## config.mk

```make
export PLATFORM = sky130hd
export DESIGN_NAME = gpu_ct_resolve
export DESIGN_NICKNAME = d
export VERILOG_FILES = /design/src/rtl/gpu_pkg.sv /design/src/rtl/gpu_ct_index_extract.sv /design/src/rtl/gpu_ct_resolve.sv
export SDC_FILE = /design/constraint.sdc
export NUM_CORES = 1
export LEC_CHECK = 0
export ABC_AREA = 1
export BUFFER_PORTS_ARGS = -buffer_cell sky130_fd_sc_hd__buf_2
export CORE_ASPECT_RATIO = 1.4
export CORE_MARGIN = 3
export CORE_UTILIZATION = 30
export DETAILED_ROUTE_END_ITERATION = 16
export PLACE_DENSITY = 0.64
export SYNTH_ARGS = -nofsm -noshare
export SYNTH_HDL_FRONTEND = slang
export SYNTH_SLANG_ARGS = --single-unit
```

## constraint.sdc

```tcl
create_clock -name clk -period 1.92 [get_ports clk]
set_input_delay 0.192 -clock clk [delete_from_list [all_inputs] [get_ports clk]]
set_output_delay 0.192 -clock clk [all_outputs]
set_load 0.02 [all_outputs]
```

## src/rtl/gpu_pkg.sv

```systemverilog
// Shared types and helpers for the GPU sprite pipeline: colour-table types,
// bits-per-pixel and entry-address helpers, and AXI response codes.
package gpu_pkg;

    typedef enum logic [3:0] {
        CT_BIT_8  = 4'd0,
        CT_BIT_4  = 4'd1,
        CT_BIT_2  = 4'd2,
        CT_BIT_1  = 4'd3,
        CT_BIT_16 = 4'd4,
        CT_NONE   = 4'd5
    } ct_type_e;

    localparam logic [1:0] AXI_RESP_OKAY   = 2'b00;
    localparam logic [1:0] AXI_RESP_EXOKAY = 2'b01;
    localparam logic [1:0] AXI_RESP_SLVERR = 2'b10;
    localparam logic [1:0] AXI_RESP_DECERR = 2'b11;

    // Zero bits per pixel marks a type that bypasses the colour table.
    function automatic logic [4:0] ct_bpp(input ct_type_e t);
        logic [4:0] bpp;
        case (t)
            CT_BIT_8:  bpp = 5'd8;
            CT_BIT_4:  bpp = 5'd4;
            CT_BIT_2:  bpp = 5'd2;
            CT_BIT_1:  bpp = 5'd1;
            CT_BIT_16: bpp = 5'd16;
            default:   bpp = 5'd0;
        endcase
        return bpp;
    endfunction

    function automatic logic [31:0] ct_byte_addr(input logic [31:0] base, input logic [15:0] index);
        return base + {15'd0, index, 1'b0};
    endfunction

    // Entries at byte offset 2 within a word live in the low half of the read data.
    function automatic logic [15:0] ct_pick_half(input logic [31:0] word, input logic odd_half);
        return odd_half ? word[15:0] : word[31:16];
    endfunction

endpackage

```

## src/rtl/gpu_ct_index_extract.sv

```systemverilog
// Combinational extraction of the colour-table index for one pixel slot of a
// sprite-sheet halfword; flags types that bypass the colour table.
module gpu_ct_index_extract
    import gpu_pkg::*;
(
    input  logic [15:0] data,
    input  logic [3:0]  ct_type,
    input  logic [3:0]  slot,
    output logic [15:0] index,
    output logic        bypass
);

    logic [4:0]  bpp_s;
    logic [3:0]  slot_mask_s;
    logic [3:0]  slot_m_s;
    logic [4:0]  span_s;
    logic [4:0]  shift_s;
    logic [15:0] field_mask_s;

    // Slot 0 is the most significant field, so shift right by what lies below the field.
    always_comb begin
        bpp_s  = ct_bpp(ct_type_e'(ct_type));
        bypass = (bpp_s == 5'd0);
        case (bpp_s)
            5'd8:    slot_mask_s = 4'd1;
            5'd4:    slot_mask_s = 4'd3;
            5'd2:    slot_mask_s = 4'd7;
            5'd1:    slot_mask_s = 4'd15;
            default: slot_mask_s = 4'd0;
        endcase
        slot_m_s     = slot & slot_mask_s;
        span_s       = bpp_s * ({1'b0, slot_m_s} + 5'd1);
        shift_s      = 5'd16 - span_s;
        field_mask_s = 16'hFFFF >> (5'd16 - bpp_s);
        index        = (data >> shift_s) & field_mask_s;
    end

endmodule

```

## src/rtl/gpu_ct_resolve.sv

```systemverilog
// Sprite pipeline stage 4: resolves colour-table indices to colours over AXI-lite.
// Optional GPU_CT_CACHE_EN adds a one-entry cache of the last colour-table word.
module gpu_ct_resolve
    import gpu_pkg::*;
#(
    parameter logic [15:0] ERR_COLOUR = 16'hF81F,
    parameter int          COORD_W    = 16
) (
    input  logic               clk,
    input  logic               rst,
    input  logic               re_valid,
    output logic               re_ready,
    input  logic [15:0]        re_data,
    input  logic [3:0]         re_ct_type,
    input  logic [3:0]         re_slot,
    input  logic [31:0]        re_ct_base,
    input  logic [COORD_W-1:0] re_screen_x,
    input  logic [COORD_W-1:0] re_screen_y,
    output logic               axi_arvalid,
    input  logic               axi_arready,
    output logic [31:0]        axi_araddr,
    input  logic               axi_rvalid,
    output logic               axi_rready,
    input  logic [31:0]        axi_rdata,
    input  logic [1:0]         axi_rresp,
    output logic [15:0]        se_colour,
    output logic [COORD_W-1:0] se_screen_x,
    output logic [COORD_W-1:0] se_screen_y,
    output logic               se_valid,
    input  logic               se_ready
);

    typedef enum logic [1:0] {
        ST_IDLE        = 2'd0,
        ST_SET_ADDRESS = 2'd1,
        ST_GET_DATA    = 2'd2,
        ST_DATA_READY  = 2'd3
    } state_e;

    state_e      state_r;
    logic        odd_half_r;
    logic [15:0] index_s;
    logic        bypass_s;
    logic [31:0] ea_s;
    logic        cache_hit_s;
    logic [31:0] cache_word_s;
    logic        r_hs_s;
    logic        unused_s;

    gpu_ct_index_extract u_index_extract (
        .data    (re_data),
        .ct_type (re_ct_type),
        .slot    (re_slot),
        .index   (index_s),
        .bypass  (bypass_s)
    );

    assign ea_s     = ct_byte_addr(re_ct_base, index_s);
    assign r_hs_s   = (state_r == ST_GET_DATA) && axi_rvalid && axi_rready;
    assign unused_s = ea_s[0];

`ifdef GPU_CT_CACHE_EN
    logic        cache_valid_r;
    logic [29:0] cache_tag_r;
    logic [31:0] cache_data_r;

    // Remember the last good colour-table word; an error response drops it.
    always_ff @(posedge clk or negedge rst) begin
        if (!rst) begin
            cache_valid_r <= 1'b0;
            cache_tag_r   <= 30'd0;
            cache_data_r  <= 32'd0;
        end else if (r_hs_s) begin
            if (axi_rresp == AXI_RESP_OKAY) begin
                cache_valid_r <= 1'b1;
                cache_tag_r   <= axi_araddr[31:2];
                cache_data_r  <= axi_rdata;
            end else begin
                cache_valid_r <= 1'b0;
            end
        end
    end

    assign cache_hit_s  = cache_valid_r && (cache_tag_r == ea_s[31:2]);
    assign cache_word_s = cache_data_r;
`else
    assign cache_hit_s  = 1'b0;
    assign cache_word_s = 32'd0;
`endif

    // Main FSM; every port it drives is a register.
    always_ff @(posedge clk or negedge rst) begin
        if (!rst) begin
            state_r     <= ST_IDLE;
            re_ready    <= 1'b0;
            axi_arvalid <= 1'b0;
            axi_araddr  <= 32'd0;
            axi_rready  <= 1'b0;
            se_valid    <= 1'b0;
            se_colour   <= 16'd0;
            se_screen_x <= '0;
            se_screen_y <= '0;
            odd_half_r  <= 1'b0;
        end else begin
            case (state_r)
                ST_IDLE: begin
                    if (!re_ready) begin
                        re_ready <= 1'b1;
                    end else if (re_valid) begin
                        re_ready    <= 1'b0;
                        odd_half_r  <= ea_s[1];
                        se_screen_x <= re_screen_x;
                        se_screen_y <= re_screen_y;
                        if (bypass_s) begin
                            se_colour <= re_data;
                            se_valid  <= 1'b1;
                            state_r   <= ST_DATA_READY;
                        end else if (cache_hit_s) begin
                            se_colour <= ct_pick_half(cache_word_s, ea_s[1]);
                            se_valid  <= 1'b1;
                            state_r   <= ST_DATA_READY;
                        end else begin
                            axi_arvalid <= 1'b1;
                            axi_araddr  <= {ea_s[31:2], 2'b00};
                            state_r     <= ST_SET_ADDRESS;
                        end
                    end
                end
                ST_SET_ADDRESS: begin
                    if (axi_arready) begin
                        axi_arvalid <= 1'b0;
                        axi_rready  <= 1'b1;
                        state_r     <= ST_GET_DATA;
                    end
                end
                ST_GET_DATA: begin
                    if (r_hs_s) begin
                        axi_rready <= 1'b0;
                        se_valid   <= 1'b1;
                        se_colour  <= (axi_rresp != AXI_RESP_OKAY) ? ERR_COLOUR
                                      : ct_pick_half(axi_rdata, odd_half_r);
                        state_r    <= ST_DATA_READY;
                    end
                end
                ST_DATA_READY: begin
                    if (se_ready) begin
                        se_valid <= 1'b0;
                        re_ready <= 1'b1;
                        state_r  <= ST_IDLE;
                    end
                end
                default: begin
                    state_r <= ST_IDLE;
                end
            endcase
        end
    end

`ifndef SYNTHESIS
    string dbg_state;

    // Human-readable state name for waveform viewing.
    always_comb begin
        case (state_r)
            ST_IDLE:        dbg_state = "IDLE";
            ST_SET_ADDRESS: dbg_state = "SET_ADDRESS";
            ST_GET_DATA:    dbg_state = "GET_DATA";
            ST_DATA_READY:  dbg_state = "DATA_READY";
            default:        dbg_state = "UNKNOWN";
        endcase
    end
`endif

endmodule
```

# == Word level (Yosys, flattened, before mapping) ==
# Cells that the tools add are included.
# Widths: inputs -> output; s select.
# totals
wordCells,91
reg_bits,85
out_inout_bits,84
# classes
shift,2
bitwise,3
add_sub_neg,4
n_eq_ne,18
n_reduce_logical,19
n_mul,1
muxes,34
# op_table
operator,count
$mux 16,6
$add 32x17->32,1
$pmux 16 s2,1
$pmux 5 s5,1
$and 16x16->16,1
$pmux 4 s4,1
$shr 16x5->16,1
$shr 16x5->16 const A,1
$reduce_and 5->1,3
$mux 1,14
$ne 2x2->1 const B,7
$mux 2,6
$reduce_bool 2->1,5
$sub 5x5->5 const A,2
$eq 4x2->1 const B,2
$pmux 2 s4,1
$pmux 1 s2,3
$reduce_and 3->1,2
$reduce_and 6->1,1
$add 4x1->5 const B,1
$eq 5x1->1 const B,1
$eq 5x2->1 const B,1
$eq 5x3->1 const B,1
$eq 5x4->1 const B,1
15 further kinds,17

# == Logic depth before layout (Yosys ltp) ==
# depth
depth_word,11
depth_mapped,48
ltp_nobuf,47

# == By module ==
# From an unflattened synthesis, not the netlist that was laid out.
# hier_totals
hier_cells,1012
hier_area_um2,6618.8
# by_module_without_submodules
module,cells_each,area_per_inst_um2,instances,seq_area_each_um2
gpu_ct_resolve,749,5205.0,1,2127.0
gpu_ct_index_extract,263,1413.9,1,0.0

# == Least setup slack after synthesis ==
# Ideal clock, no wire load.
# synth_path
path_kind,input to register
startpoint,input re_ct_type[2]
endpoint,register axi_araddr[23]
setup_ns,0.066
path_stages,44
required_ns,1.854
path_buffers,3
t_arrival_ns,6.101
setup_slack_ns,-4.247
path_cell_list,nor2_4 nand3_1 inv_1 buf_2 ha_1 inv_1 nand2_1 nand3_1 o21ai_1 nand2_2 buf_2 inv_1 ha_1 inv_1 nand2_1 nand2_1 inv_1 nand2_1 (+8 left out) nand4_1 nand2_1 nand2_1 inv_1 ha_1 fa_1 nand3_1 nand2_1 nand2_1 o21ai_1 inv_1 nor2_1 nor2_1 o21ai_4 nand2_1 xor2_1 nand2_1 nand2_1
# synth_via
elab_chain_cells,11
word_cells_on_any_way,23
# synth_rtl
element,line,text
from (decl),gpu_ct_resolve.sv:14,"input logic [3:0] re_ct_type,"
$eq 4x3->1 (tied with other cells),gpu_pkg.sv:22,case (t)
$pmux 5 s5 (*),gpu_pkg.sv:22,
$eq 5x1->1 (tied with other cells),gpu_ct_index_extract.sv:24,case (bpp_s)
$pmux 4 s4,gpu_ct_index_extract.sv:24,
$and 4x4->4,gpu_ct_index_extract.sv:31,slot_m_s = slot & slot_mask_s;
$add 4x1->5,gpu_ct_index_extract.sv:32,"span_s = bpp_s * ({1'b0, slot_m_s} + 5'd1);"
$mul 5x5->5,gpu_ct_index_extract.sv:32,
$sub 5x5->5,gpu_ct_index_extract.sv:33,shift_s = 5'd16 - span_s;
$shr 16x5->16,gpu_ct_index_extract.sv:35,index = (data >> shift_s) & field_mask_s;
$and 16x16->16,gpu_ct_index_extract.sv:35,
$add 32x17->32,gpu_pkg.sv:34,"return base + {15'd0, index, 1'b0};"
to (signal assigned),gpu_ct_resolve.sv:124,"axi_araddr <= {ea_s[31:2], 2'b00};"
to (decl),gpu_ct_resolve.sv:21,"output logic [31:0] axi_araddr,"
# Mark *: on every way between the ends. The rest lies on a longest branch, timed or not.
# A chain may end at the register's enable or synchronous reset.

# == Final worst setup path ==
# layout_path
startpoint,input re_ct_type[3]
endpoint,register axi_araddr[25]
# The elaborated chain is that of the path after synthesis.

==> impl_metrics.yaml <==
synth:
  synth_edf_count: 0
  synthFlopType: "dfrtp_1"
  synth.avg_cell_area_um2: 6.98
  ys_types: 44
  ys_ff_latch: 85
  yosys.area_share.simple: 0.341
  synth_mux_area_frac: 0.0208
  synthAdderAreaFrac: 0.0834
  postSynth.asyncResetShare: 1.00
  synthTopCellsByCount: "nand2_1, nand3_1, dfrtp_1"
  synth_most_common_cell: "nand2_1"
  synthesis.area_um2: 6120
  synth_compound_area_frac: 0.111
  synth_top_family_by_area: "simple AND/OR/NAND/NOR gates"
  synth_xor_area_frac: 0.0186
  synth_top_cell_by_area: "dfrtp_1"
  ys_seq_area_frac: 0.347
  syn-instance-count: 877
  ys_warn_count: 0
  synth_top_area_frac: 0.347
  synth_area_leaders: "dfrtp_1, nand2_1, nand3_1"
timing:
  hold_viol_final: 0
  slew_violations: 0
  fin_crit_sh: 2.78
  setup_violations: 35
  rsz0062_at_grt: "true"
  setup_ws_ns: -3.42
  min_period_ns: 5.34
  fmax_ghz: 0.187
  clock_skew_ns: 0.00898
  worst_hold_slack_ns: 0.0369
worst_setup_path:
  crit_slowest_cell: "fa_1"
  rr_worst_depth: 6
  cp-startpoint: "re_ct_type[3]"
  slowest_delay_ns: 0.48
  rr_endpoint: "se_colour[5]"
  endpoint_kind: "flip-flop"
  critPathArrivalTime_ns: 5.58
  setup.worst_path.end: "axi_araddr[25]"
  setup.worst_path.class: "primary input to flip-flop"
  r2r_setup_slack_ns: 0.01
  rr_startpoint: "state_r[1]"
  cp-start-kind: "primary input"
  cp_common_cell: "nand2_2"
  critPathRequiredTime_ns: 2.16
  path_max_fanout: 7
routing:
  drt_first_pass_iters: 4
  wire_per_inst_um: 14.6
  wirelength_um: 21500
  avgViaCountPerCell: 4.78
  vias: 7064
  drc_errors: 0
  drt_iter0_drc: 323
  drtAntennaViolNets: 0
  wl_met3_um: 1000
  top_layer: "met5"
  wl_met2_um: 11400
  wl_met1_um: 8600
grt:
  first_global_vias: 6876
  antenna_found_initial: 1
  overflow: 0
  grt_first_pass_wirelength_um: 33000
  track_usage: 0.181
  grt_max_degree: 36
finish:
  num_antenna_cells: 0
  syn2layout_area_growth_pct: 60.2
  fin_area_um2: 9810
  drive_above_1_share: 0.430
  fillers: 1951
  stdcell_count: 1478
  fin_nets: 1389
pwr:
  power_density_nw_per_um2: 1110
  p_leak_uw: 0.00513
  ir_drop_uv: 773
clocking:
  root_buffer: "clkbuf_16"
  cts.path.max_buffers: 2
  clk_pin_slew_ns: 0.07
  cts_tree: "done"
  htreeDepth: 3
  clkLatencyLatePin_ns: 0.36
  cts_made_buffers: 9
  cts.sinks: 85
floorplan:
  die_w_um: 127
  initial_core_util: 0.306
  io-pin-count: 212
  rows: 61
  die_y_um: 175
  fp.coreArea_um2: 20000
  die_area_um2: 22200
place:
  postPlaceCellArea_um2: 8480
  io_buffers: 208
  dp.cells: 1426
  dp_hpwl_um: 16200
  place_ws_ns: -3.89
  gp_congestion: 0.899
run_status:
  status: "finished with violations"
  violations: "negative setup slack"
min_path:
  hold_class: "primary input to flip-flop"
flow_run:
  maxCapViolCount: 0
==> metrics by stage <==
step	power [uW]	util	TNS, ns
after global placement	8230	0.424	-115.40
after CTS	10300	0.462	-93.44
after floorplan	6290	-	-105.11
after global routing	11600	0.491	-109.99
after detailed placement	8330	0.424	-118.74
final	10900	0.491	-98.12
==> power by group <==
group | total (uW) | internal, uW | switching, uW
Combinational | 5900 | 2440 | 3460
Sequential | 3150 | 2670 | 482
Clock | 1830 | 1010 | 823
==> area by class of cell <==
type | count | area (um^2) | share of cell area
inverter | 86 | 330 | 0.0337
multi-input combinational | 674 | 4310 | 0.439
sequential | 85 | 2130 | 0.217
tap | 252 | 315 | 0.0321
clock inverter | 6 | 70.1 | 0.00714
clock buffer | 9 | 225 | 0.0230
timing repair buffer | 366 | 2430 | 0.248
==> cell usage in the layout (no fill, tap or decap), types with 6 or more instances in the layout <==
cell and count:
buf_4 135, buf_6 15, ha_4 14, inv_2 11
mux2_4 6, buf_12 7, nand3_1 94, dfrtp_1 85
o21ai_0 10, o21ai_1 24, mux2i_1 6, clkbuf_16 12
nand3_2 8, nor3_1 6, ha_1 17, a21oi_2 8
nor2_4 16, nand4_1 9, buf_2 205, a31oi_1 10
nand2_1 275, inv_1 71, nor2_2 7, nand2_4 7
o221ai_2 10, nand2_2 19, nor2_1 37, a21oi_1 17
o22ai_1 6
==> routing by layer <==
metal / GRT usage / vias to the layer above
li1: - / 3561
met2: 0.328 / 206
met5: 0 / -
met4: 0.0662 / 2
met1: 0.213 / 3262
met3: 0.0297 / 33
==> cell families after synthesis <==
group                    after synthesis
adder cells (fa/ha/maj)               39
AND/OR/NAND/NOR                      496
AO/OA/AOI/OAI                        112
flip-flops                            85
buffers and inverters                119
other                                  1
multiplexers                          12
XOR/XNOR                              13
==> registers in the layout, indices dropped and copies added (netlist names) <==
signal       cells
axi_araddr      30
se_colour       16
se_screen_x     16
se_screen_y     16
state_r          2
axi_arvalid      1
axi_rready       1
odd_half_r       1
re_ready         1
se_valid         1
==> worst max-delay path: cells and delay by family <==
kind | cells | cell delay [ns]
AOI/OAI and AO/OA | 3 | 0.55
xor gates and xnor gates | 1 | 0.16
and+or+nand+nor | 23 | 2.09
buffers and inverters | 11 | 0.62
adders and majority gates | 8 | 1.97
==> what timing repair did <==
item / 4_1_cts / 5_1_grt
gates cloned: 0 / 3
pin swaps: 34 / 40
hold buffers: 1 / 0
hold endpoints to repair: 28 / 0
setup endpoints to repair: 47 / 48
gates resized for setup: 69 / 102
setup buffers: 19 / 15
==> worst min path at each step <==
stage,endpoint,startpoint,depth (start not counted)
3_5_place_dp,se_screen_y[5],rst,1
2_1_floorplan,axi_araddr[10],rst,0
6_report,se_screen_x[6],re_screen_x[6],3
3_3_place_gp,se_screen_y[4],rst,1
5_1_grt,se_screen_y[7],re_screen_y[7],3
4_1_cts,se_screen_x[14],re_screen_x[14],3
Power figures use the tool's default switching activity.
